**src/rtl/regwr_sched_pkg.sv**
```systemverilog
// Shared constants and types for the register-file write-port scheduler.
// Requester indices, widths, FSM state type and soft-clear bound.
package regwr_pkg;

  localparam int NREQ  = 3;
  localparam int AW    = 4;
  localparam int DW    = 8;
  localparam int PTR_W = $clog2(NREQ);

  localparam int REQ_ALU  = 0;
  localparam int REQ_LOAD = 1;
  localparam int REQ_MOV  = 2;

  localparam logic [AW-1:0] CLEAR_LAST = AW'(15);

  typedef enum logic {
    IDLE,
    CLEAR
  } regwr_state_t;

endpackage

```
**src/rtl/regwr_sched_if.sv**
```systemverilog
// Writeback requester bundle: per-requester valid/addr/data and one-hot ready.
// master = requesters, slave = scheduler.
interface regwr_sched_if;
  import regwr_pkg::*;

  logic [NREQ-1:0]    req_valid;
  logic [NREQ*AW-1:0] req_addr;
  logic [NREQ*DW-1:0] req_data;
  logic [NREQ-1:0]    req_ready;

  modport master (
    output req_valid,
    output req_addr,
    output req_data,
    input  req_ready
  );

  modport slave (
    input  req_valid,
    input  req_addr,
    input  req_data,
    output req_ready
  );

endinterface

```
**src/rtl/regwr_sched_rr_arbiter.sv**
```systemverilog
// Rotating-priority grant: search valid from ptr upward mod NREQ.
// Ports: valid, ptr in; one-hot gnt, encoded idx, any out.
module rr_arbiter
  import regwr_pkg::*;
(
  input  logic [NREQ-1:0]  valid,
  input  logic [PTR_W-1:0] ptr,
  output logic [NREQ-1:0]  gnt,
  output logic [PTR_W-1:0] idx,
  output logic             any
);

  logic [PTR_W-1:0] k;

  always_comb begin
    gnt = '0;
    idx = '0;
    any = 1'b0;
    k   = '0;
    for (int i = 0; i < NREQ; i++) begin
      k = PTR_W'((int'(ptr) + i) % NREQ);
      if (!any && valid[k]) begin
        any    = 1'b1;
        gnt[k] = 1'b1;
        idx    = k;
      end
    end
  end

endmodule

```
**src/rtl/regwr_sched.sv**
```systemverilog
// Round-robin write-port scheduler with in-flight bypass and soft-clear.
// Ports: clk, reset, req bundle, wr_hold, clear, write port, bypass snoop.
module regwr_sched
  import regwr_pkg::*;
(
  input  logic          clk,
  input  logic          reset,
  regwr_sched_if.slave  req,
  input  logic          wr_hold,
  input  logic          clear,
  output logic          clear_busy,
  output logic          write_en,
  output logic [AW-1:0] wr_addr,
  output logic [DW-1:0] val_in,
  input  logic [AW-1:0] rd_addr1,
  input  logic [AW-1:0] rd_addr2,
  output logic          byp_hit1,
  output logic          byp_hit2,
  output logic [DW-1:0] byp_data
);

  regwr_state_t     state, state_n;
  logic [PTR_W-1:0] ptr, ptr_n;
  logic [AW-1:0]    cnt, cnt_n;
  logic             we_n;
  logic [AW-1:0]    addr_n;
  logic [DW-1:0]    data_n;

  logic [NREQ-1:0]  gnt;
  logic [PTR_W-1:0] gidx;
  logic             gany;

  logic [AW-1:0] addr_a [NREQ];
  logic [DW-1:0] data_a [NREQ];

  always_comb begin
    for (int i = 0; i < NREQ; i++) begin
      addr_a[i] = req.req_addr[i*AW +: AW];
      data_a[i] = req.req_data[i*DW +: DW];
    end
  end

  rr_arbiter u_arb (
    .valid (req.req_valid),
    .ptr   (ptr),
    .gnt   (gnt),
    .idx   (gidx),
    .any   (gany)
  );

  // The clear-start edge already loads the first zero write,
  // so wr_addr tracks cnt on every CLEAR cycle.
  always_comb begin
    state_n       = state;
    ptr_n         = ptr;
    cnt_n         = cnt;
    we_n          = 1'b0;
    addr_n        = wr_addr;
    data_n        = val_in;
    req.req_ready = '0;
    unique case (state)
      IDLE: begin
        if (clear) begin
          state_n = CLEAR;
          cnt_n   = '0;
          we_n    = 1'b1;
          addr_n  = '0;
          data_n  = '0;
        end else if (!wr_hold) begin
          req.req_ready = gnt;
          if (gany) begin
            we_n   = 1'b1;
            addr_n = addr_a[gidx];
            data_n = data_a[gidx];
            ptr_n  = (gidx == PTR_W'(NREQ-1)) ?
                     '0 : gidx + PTR_W'(1);
          end
        end
      end
      CLEAR: begin
        cnt_n = cnt + AW'(1);
        if (cnt == CLEAR_LAST) begin
          state_n = IDLE;
        end else begin
          we_n   = 1'b1;
          addr_n = cnt + AW'(1);
          data_n = '0;
        end
      end
      default: state_n = IDLE;
    endcase
  end

  always_ff @(posedge clk or negedge reset) begin
    if (!reset) begin
      state    <= IDLE;
      ptr      <= '0;
      cnt      <= '0;
      write_en <= 1'b0;
      wr_addr  <= '0;
      val_in   <= '0;
    end else begin
      state    <= state_n;
      ptr      <= ptr_n;
      cnt      <= cnt_n;
      write_en <= we_n;
      wr_addr  <= addr_n;
      val_in   <= data_n;
    end
  end

  assign clear_busy = (state == CLEAR);
  assign byp_hit1   = write_en && (wr_addr == rd_addr1);
  assign byp_hit2   = write_en && (wr_addr == rd_addr2);
  assign byp_data   = val_in;

endmodule

```
**src/flat_wrapper.sv**
```systemverilog
// flat-port wrapper written by rule: the top's interface ports become plain ports
module regwr_sched_flat import regwr_pkg::*;
  (clk, reset, wr_hold, clear, clear_busy, write_en, wr_addr, val_in, rd_addr1, rd_addr2, byp_hit1, byp_hit2, byp_data, req_req_valid, req_req_addr, req_req_data, req_req_ready);
  regwr_sched_if req_i ();
  input  logic clk;
  input  logic reset;
  input  logic wr_hold;
  input  logic clear;
  output logic clear_busy;
  output logic write_en;
  output logic [AW-1:0] wr_addr;
  output logic [DW-1:0] val_in;
  input  logic [AW-1:0] rd_addr1;
  input  logic [AW-1:0] rd_addr2;
  output logic byp_hit1;
  output logic byp_hit2;
  output logic [DW-1:0] byp_data;
  input wire logic [$bits(req_i.req_valid)-1:0] req_req_valid;
  input wire logic [$bits(req_i.req_addr)-1:0] req_req_addr;
  input wire logic [$bits(req_i.req_data)-1:0] req_req_data;
  output wire logic [$bits(req_i.req_ready)-1:0] req_req_ready;
  assign req_i.req_valid = req_req_valid;
  assign req_i.req_addr = req_req_addr;
  assign req_i.req_data = req_req_data;
  assign req_req_ready = req_i.req_ready;
  regwr_sched u_core (.clk(clk), .reset(reset), .req(req_i), .wr_hold(wr_hold), .clear(clear), .clear_busy(clear_busy), .write_en(write_en), .wr_addr(wr_addr), .val_in(val_in), .rd_addr1(rd_addr1), .rd_addr2(rd_addr2), .byp_hit1(byp_hit1), .byp_hit2(byp_hit2), .byp_data(byp_data));
endmodule
```
**config.mk**
```make
export PLATFORM = sky130hd
export DESIGN_NAME = regwr_sched_flat
export DESIGN_NICKNAME = d
export VERILOG_FILES = /design/src/rtl/regwr_sched_pkg.sv /design/src/rtl/regwr_sched_if.sv /design/src/rtl/regwr_sched_rr_arbiter.sv /design/src/rtl/regwr_sched.sv /design/src/flat_wrapper.sv
export SDC_FILE = /design/constraint.sdc
export NUM_CORES = 1
export LEC_CHECK = 0
export ABC_CLOCK_PERIOD_IN_PS = 2100
export CORE_ASPECT_RATIO = 1.4
export CORE_MARGIN = 5
export CORE_UTILIZATION = 30
export DETAILED_ROUTE_END_ITERATION = 10
export HOLD_SLACK_MARGIN = 0.08
export PLACE_DENSITY = 0.71
export REMOVE_ABC_BUFFERS = 1
export SYNTH_ARGS = -nofsm -noshare
export SYNTH_HDL_FRONTEND = slang
export SYNTH_HIERARCHICAL = 1
export SYNTH_SLANG_ARGS = --single-unit
```
**constraint.sdc**
```tcl
create_clock -name clk -period 2.1 [get_ports clk]
set_input_delay 0.21 -clock clk [delete_from_list [all_inputs] [get_ports clk]]
set_output_delay 0.21 -clock clk [all_outputs]
set_load 0.01 [all_outputs]
```
After elaboration in Yosys (flattened, before gate mapping)

Cells that the tools add are included.

$add $sub $neg: 4
Multiply operators: 0
Divide/modulo/power cells: 3
Order comparisons: 7
Equal/unequal tests: 8
Shifts and indexed selects: 0
Muxes and demuxes: 50
Bitwise operators: 6
Reductions and logical operators: 11

Operators by type and width:

| kind                                                              | number |
|---|---|
| modulo 32 x 3 -> 32 bit, second input constant                    | 2 |
| 2-to-1 mux 8 bit                                                  | 6 |
| modulo 3 x 3 -> 32 bit, second input constant                     | 1 |
| 2-to-1 mux 4 bit                                                  | 7 |
| 2-to-1 mux 3 bit                                                  | 6 |
| binary-select mux 8 bit (select 2 bit)                            | 1 |
| one-hot mux 4 bit (2 select lines)                                | 2 |
| one-hot mux 8 bit (2 select lines)                                | 1 |
| 2-to-1 mux 1 bit                                                  | 14 |
| less-than comparator 2 x 3 -> 1 bit, second input constant        | 3 |
| binary-select mux 4 bit (select 2 bit)                            | 1 |
| == test 4 bit                                                     | 2 |
| 2-to-1 mux 2 bit                                                  | 4 |
| logical AND 1 bit                                                 | 7 |
| binary-select mux 1 bit (select 2 bit)                            | 3 |
| demux 1 bit (select 2 bit)                                        | 3 |
| greater-or-equal comparator 2 x 1 -> 1 bit, second input constant | 3 |
| OR 3 bit                                                          | 2 |
| adder 4 x 1 -> 4 bit, second input constant                       | 1 |
| == test 4 bit, second input constant                              | 1 |
| != test 2 bit, second input constant                              | 2 |
| one-hot mux 1 bit (2 select lines)                                | 2 |
| AND reduction 4 bit                                               | 1 |
| adder 2 x 1 -> 3 bit, second input constant                       | 1 |
| 10 further kinds                                                  | 13 |

Bits in registers: 20
Bits in latches: 0
Memory bits (writable): 0
Bits in read-only memories: 0
Bits of input ports: 51
Output and inout port bits: 27
Word-level logic and storage cells: 95
Memories kept: 0

Longest topological paths before layout

Depth after elaboration: 18
Depth in mapped cells: 13
Gate-level depth less buffers: 11

Modules after synthesis

The synthesis kept the hierarchy.

By module, submodules not included:

| module      | times used | cells an instance | area each (um^2) | sequential area each (um^2) |
|---|---|---|---|---|
| regwr_sched | 1          | 130               | 1281.2           | 500.5 |
| rr_arbiter  | 1          | 53                | 347.8            | 0.0 |

Worst setup path after synthesis

OpenSTA, ideal clock, no wires.

Kind: reg-to-reg
From: reg u_core.ptr[1]
To: reg u_core.wr_addr[2]
Library setup time: 0.127 ns
Data arrival time: 2.140 ns
Required time: 1.973 ns
Setup slack: -0.168 ns
Cell stages (with the launch flop): 14
Buffers on the path: 3
Clock period less this slack: 2.268 ns
Cell sequence: dfrtp_1 -> inv_1 -> ha_1 -> buf_6 -> mux2i_2 -> o22a_4 -> o2111ai_1 -> nand3_1 -> buf_2 -> buf_4 -> mux2i_1 -> nor2_1 -> o21ai_0 -> a31oi_1

Cells in the longest elaborated chain, start to end: 18
Elaborated cells on any way between the ends: 31
Classes of those cells: add/sub: 2; div: 3; eq/ne: 1; mux: 19; bitwise: 1; reduce/logical: 5

RTL lines:

| item                                                                            | line                         | RTL |
|---|---|---|
| start, declared                                                                 | regwr_sched.sv:23            | `logic [PTR_W-1:0] ptr, ptr_n;` |
| start signal, assigned                                                          | regwr_sched.sv:104           | `ptr <= ptr_n;` |
| parallel branches: the longest is 9 deep, another holds modulo 32 x 3 -> 32 bit | --                           |  |
| 2-to-1 mux 2 bit *                                                              | regwr_sched_rr_arbiter.sv:22 | `if (!any && valid[k]) begin` |
| net u_core.gidx[1]                                                              | regwr_sched.sv:30            | `logic [PTR_W-1:0] gidx;` |
| inverter 2 -> 3 bit (implied by the code) *                                     | regwr_sched.sv:73            | `addr_n = addr_a[gidx];` |
| binary-select mux 4 bit (select 2 bit) *                                        | regwr_sched.sv:73            |  |
| 2-to-1 mux 4 bit (implied by the code) * (2 in series)                          | regwr_sched.sv:73            |  |
| 2-to-1 mux 4 bit *                                                              | regwr_sched.sv:71            | `if (gany) begin` |
| 2-to-1 mux 4 bit *                                                              | regwr_sched.sv:69            | `end else if (!wr_hold) begin` |
| 2-to-1 mux 4 bit *                                                              | regwr_sched.sv:63            | `if (clear) begin` |
| one-hot mux 4 bit (2 select lines) *                                            | regwr_sched.sv:61            | `unique case (state)` |
| end signal, assigned                                                            | regwr_sched.sv:107           | `wr_addr <= addr_n;` |
| end, declared                                                                   | regwr_sched.sv:13            | `output logic [AW-1:0] wr_addr,` |

Mark *: on every way through the listed nets, which the timed path passes. The select of a mux whose other input is x is not followed.
A chain may end at the register's enable or synchronous reset.

Worst setup path after layout

From: reg u_core.ptr[0]
To: reg u_core.val_in[7] (netlist: u_core/byp_data[7])

Elaborated cells on any way between the ends: 31
Classes of those cells: add/sub: 2; div: 3; eq/ne: 1; mux: 19; bitwise: 1; reduce/logical: 5

RTL lines:

| item                                                                            | line                         | RTL |
|---|---|---|
| parallel branches: the longest is 9 deep, another holds modulo 32 x 3 -> 32 bit | --                           |  |
| 2-to-1 mux 1 bit *                                                              | regwr_sched_rr_arbiter.sv:22 |  |
| net u_core.gany                                                                 | regwr_sched.sv:31            | `logic gany;` |
| != test 3 x 2 -> 1 bit (no source line) *                                       | --                           |  |
| AND reduction 3 bit (no source line) *                                          | --                           |  |
| end signal, assigned                                                            | regwr_sched.sv:108           | `val_in <= data_n;` |
| end, declared                                                                   | regwr_sched.sv:14            | `output logic [DW-1:0] val_in,` |

Marks and branches as above.

==> run metrics <==
Horiz. Die Dim=72.3 um; Core Rows=31; Seq/Total Area, Yosys=0.307; Layout Area Growth over Synthesis=82.4%; core area=0.00524 mm2; setup TNS=-0.942 ns; Avg Cell Area, Syn=8.90 um2; TritonCTS clock tree=built; DR pass1 iterations=4; Post-synth top flop=dfrtp_1; Crit. End Element=flip-flop; r2r startpoint=u_core/ptr[0]; final core occ=0.568; Clock Skew=0.00532 ns; Residual DRC=0; Leakage=1.23 nW; crit path DAT=2.34 ns; WL per Instance=15.2 um; post-synthesis compound-gate area fraction=0.184; global route total overflow=0; share of post-route cells with drive strength above 1=0.313; io pins=78; largest family of logic cells by synthesized area=simple AND/OR/NAND/NOR gates; crit path max fanout=8; die area=0.00702 mm2; most frequent cells in the layout=clkdlybuf4s50_1 (74), buf_4 (32), nand2_1 (27); CTS sink cnt=20; routed wire length=5400 um; status=finished with violations; Period minus WS final=2.19 ns; CTS buffer count=3; Worst-Margin Slew=0.461 ns; CTS Hold Bufs=0; pwr/cell area=1310 mW/mm2; Avg Vias per Cell=4.80; most common cell after layout, fill and taps aside=clkdlybuf4s50_1; # nets final=345; RSZ-0062 raised after global routing=true; YS warnings=6; Root Driver=clkbuf_8; antenna violations before repair=0; failing checks=setup timing; synth unique cells=47; Total GRT Usage=0.157; xor-xnor portion of the synthesized cell area=0.0538; Achievable Freq=456 MHz; # port buffers=77; ys async rst share=1.00; via count of the first global-routing pass=1904; critical path type=flip-flop to flip-flop; maxcap violations=0; chip height=97.2 um; Fin Hold WS=0.280 ns; worst rel slew slack=0.693; # diodes=0; initial DRC count=31; Worst-path clk slew=0.08 ns; critical path launch point=u_core/ptr[0]; largest net degree at the start of global routing=21; initial core utilization=0.311; HP Class=input port to async pin; mux cell area share after synthesis=0.101; first-pass GRT wire length=8940 um; setup violators final=15; CTS H-tree lvls=1; Yosys reg bits=20; latest clock arrival within the worst-skew pair=0.26 ns; HPWL Detailed=3980 um; gpl congestion=0.852; Critical Path RT=2.24 ns; number of flops mapped to enable cells by yosys=0; Simple-Gate Fraction of Synth Area=0.233; post-route setup slack=-0.0943 ns; antenna viol nets, final=0; Final Hold Vio Count=0; post-synthesis cell area=0.00163 mm2; Synth Instances=183; Clock Path Buffers=2; startpoint types=flip-flop; Slew Limit Fails=0; maximum vdd drop=683 uV; fin crit share=1.04; DR vias=1698; post-synthesis adder-cell area fraction=0.0384
==> sequential cells by signal, indices dropped and copies added (netlist names) <==
| signal | cells |
|---|---|
| u_core/wr_addr | 4 |
| u_core/clear_busy | 1 |
| u_core/cnt | 4 |
| u_core/byp_data | 8 |
| u_core/write_en | 1 |
| u_core/ptr | 2 |
==> timing repair <==
action,4_1_cts,5_1_grt
pin swaps,33,18
setup endpoints to repair,18,17
gates resized for setup,67,10
setup buffers,7,1
==> stage by stage <==
step	worst slack [ns]	area, um2	total power (W)	instances
final	-0.0943	2970	0.00390	354
after CTS	-0.0572	2920	0.00372	353
after global routing	-0.172	2970	0.00419	354
after floorplan	-0.701	1520	0.00186	167
after detailed placement	-0.394	2620	0.00284	342
after global placement	-0.376	2620	0.00280	342
==> cells in the mapped netlist, types with 2 or more instances <==
cell / instances / area (um2)
a21o_1: 2 / 15.0
a21oi_1: 5 / 25.0
a22o_1: 8 / 70.1
a31oi_1: 5 / 31.3
and2_1: 7 / 43.8
buf_2: 2 / 10.0
buf_4: 9 / 67.6
buf_6: 2 / 22.5
clkbuf_2: 2 / 10.0
dfrtp_1: 20 / 500
ha_1: 5 / 62.6
inv_1: 4 / 15.0
mux2_4: 2 / 30.0
mux2i_1: 12 / 120
nand2_1: 29 / 109
nand2b_1: 4 / 25.0
nand3_1: 3 / 15.0
nor2_1: 10 / 37.5
nor2b_1: 2 / 12.5
nor3_1: 2 / 10.0
nor4_1: 2 / 12.5
o21ai_0: 13 / 65.1
xnor2_1: 3 / 26.3
xor2_1: 7 / 61.3
==> worst paths after layout <==
check	slack, ns	endpoint	depth (start not counted)
max	-0.09	u_core/byp_data[7]	9
min	0.28	u_core/wr_addr[3]	2
max reg2reg	-0.09	u_core/byp_data[7]	9
min reg2reg	0.51	u_core/cnt[1]	2
max in group asynchronous	1.58	u_core/ptr[0]	2
min in group clk	0.51	u_core/cnt[1]	2
==> kinds of logic after synthesis <==
family,count (synthesis)
DFF,20
AOI/OAI and AO/OA,43
buffers and inverters,21
muxes,15
xor gates and xnor gates,10
and+or+nand+nor,69
adders and majority gates,5
==> per-layer routing <==
layer | vias to the layer above | wire length, um | global-route usage
met5 | - | 0 | 0
met2 | 48 | 3010 | 0.288
met1 | 792 | 2060 | 0.175
met4 | 0 | 109 | 0.0680
met3 | 10 | 219 | 0.0197
li1 | 848 | - | -
==> power breakdown <==
group | leakage [nW] | internal, W | switching, W
registers | 0.249 | 0.000515 | 0.000175
logic | 0.953 | 0.00159 | 0.00133
clock network | 0.0288 | 0.000167 | 0.000125
==> cell type report <==
class / count / area [um2]
inverter: 5 / 26.3
multi-input combinational: 142 / 1210
tap: 66 / 82.6
clock buffer: 4 / 55.1
fill: 472 / 2260
timing repair buffer: 117 / 1090
sequential: 20 / 502
==> worst max-delay path, stage by stage (launching register included) <==
cell	delay, ns
dfrtp_2	0.47
ha_4	0.20
mux2i_4	0.19
o22a_4	0.27
buf_4	0.15
o21ai_4	0.06
nor3b_4	0.32
nor2_8	0.06
buf_12	0.14
a22o_1	0.23
Note: power is estimated with default switching activity, not from simulation.
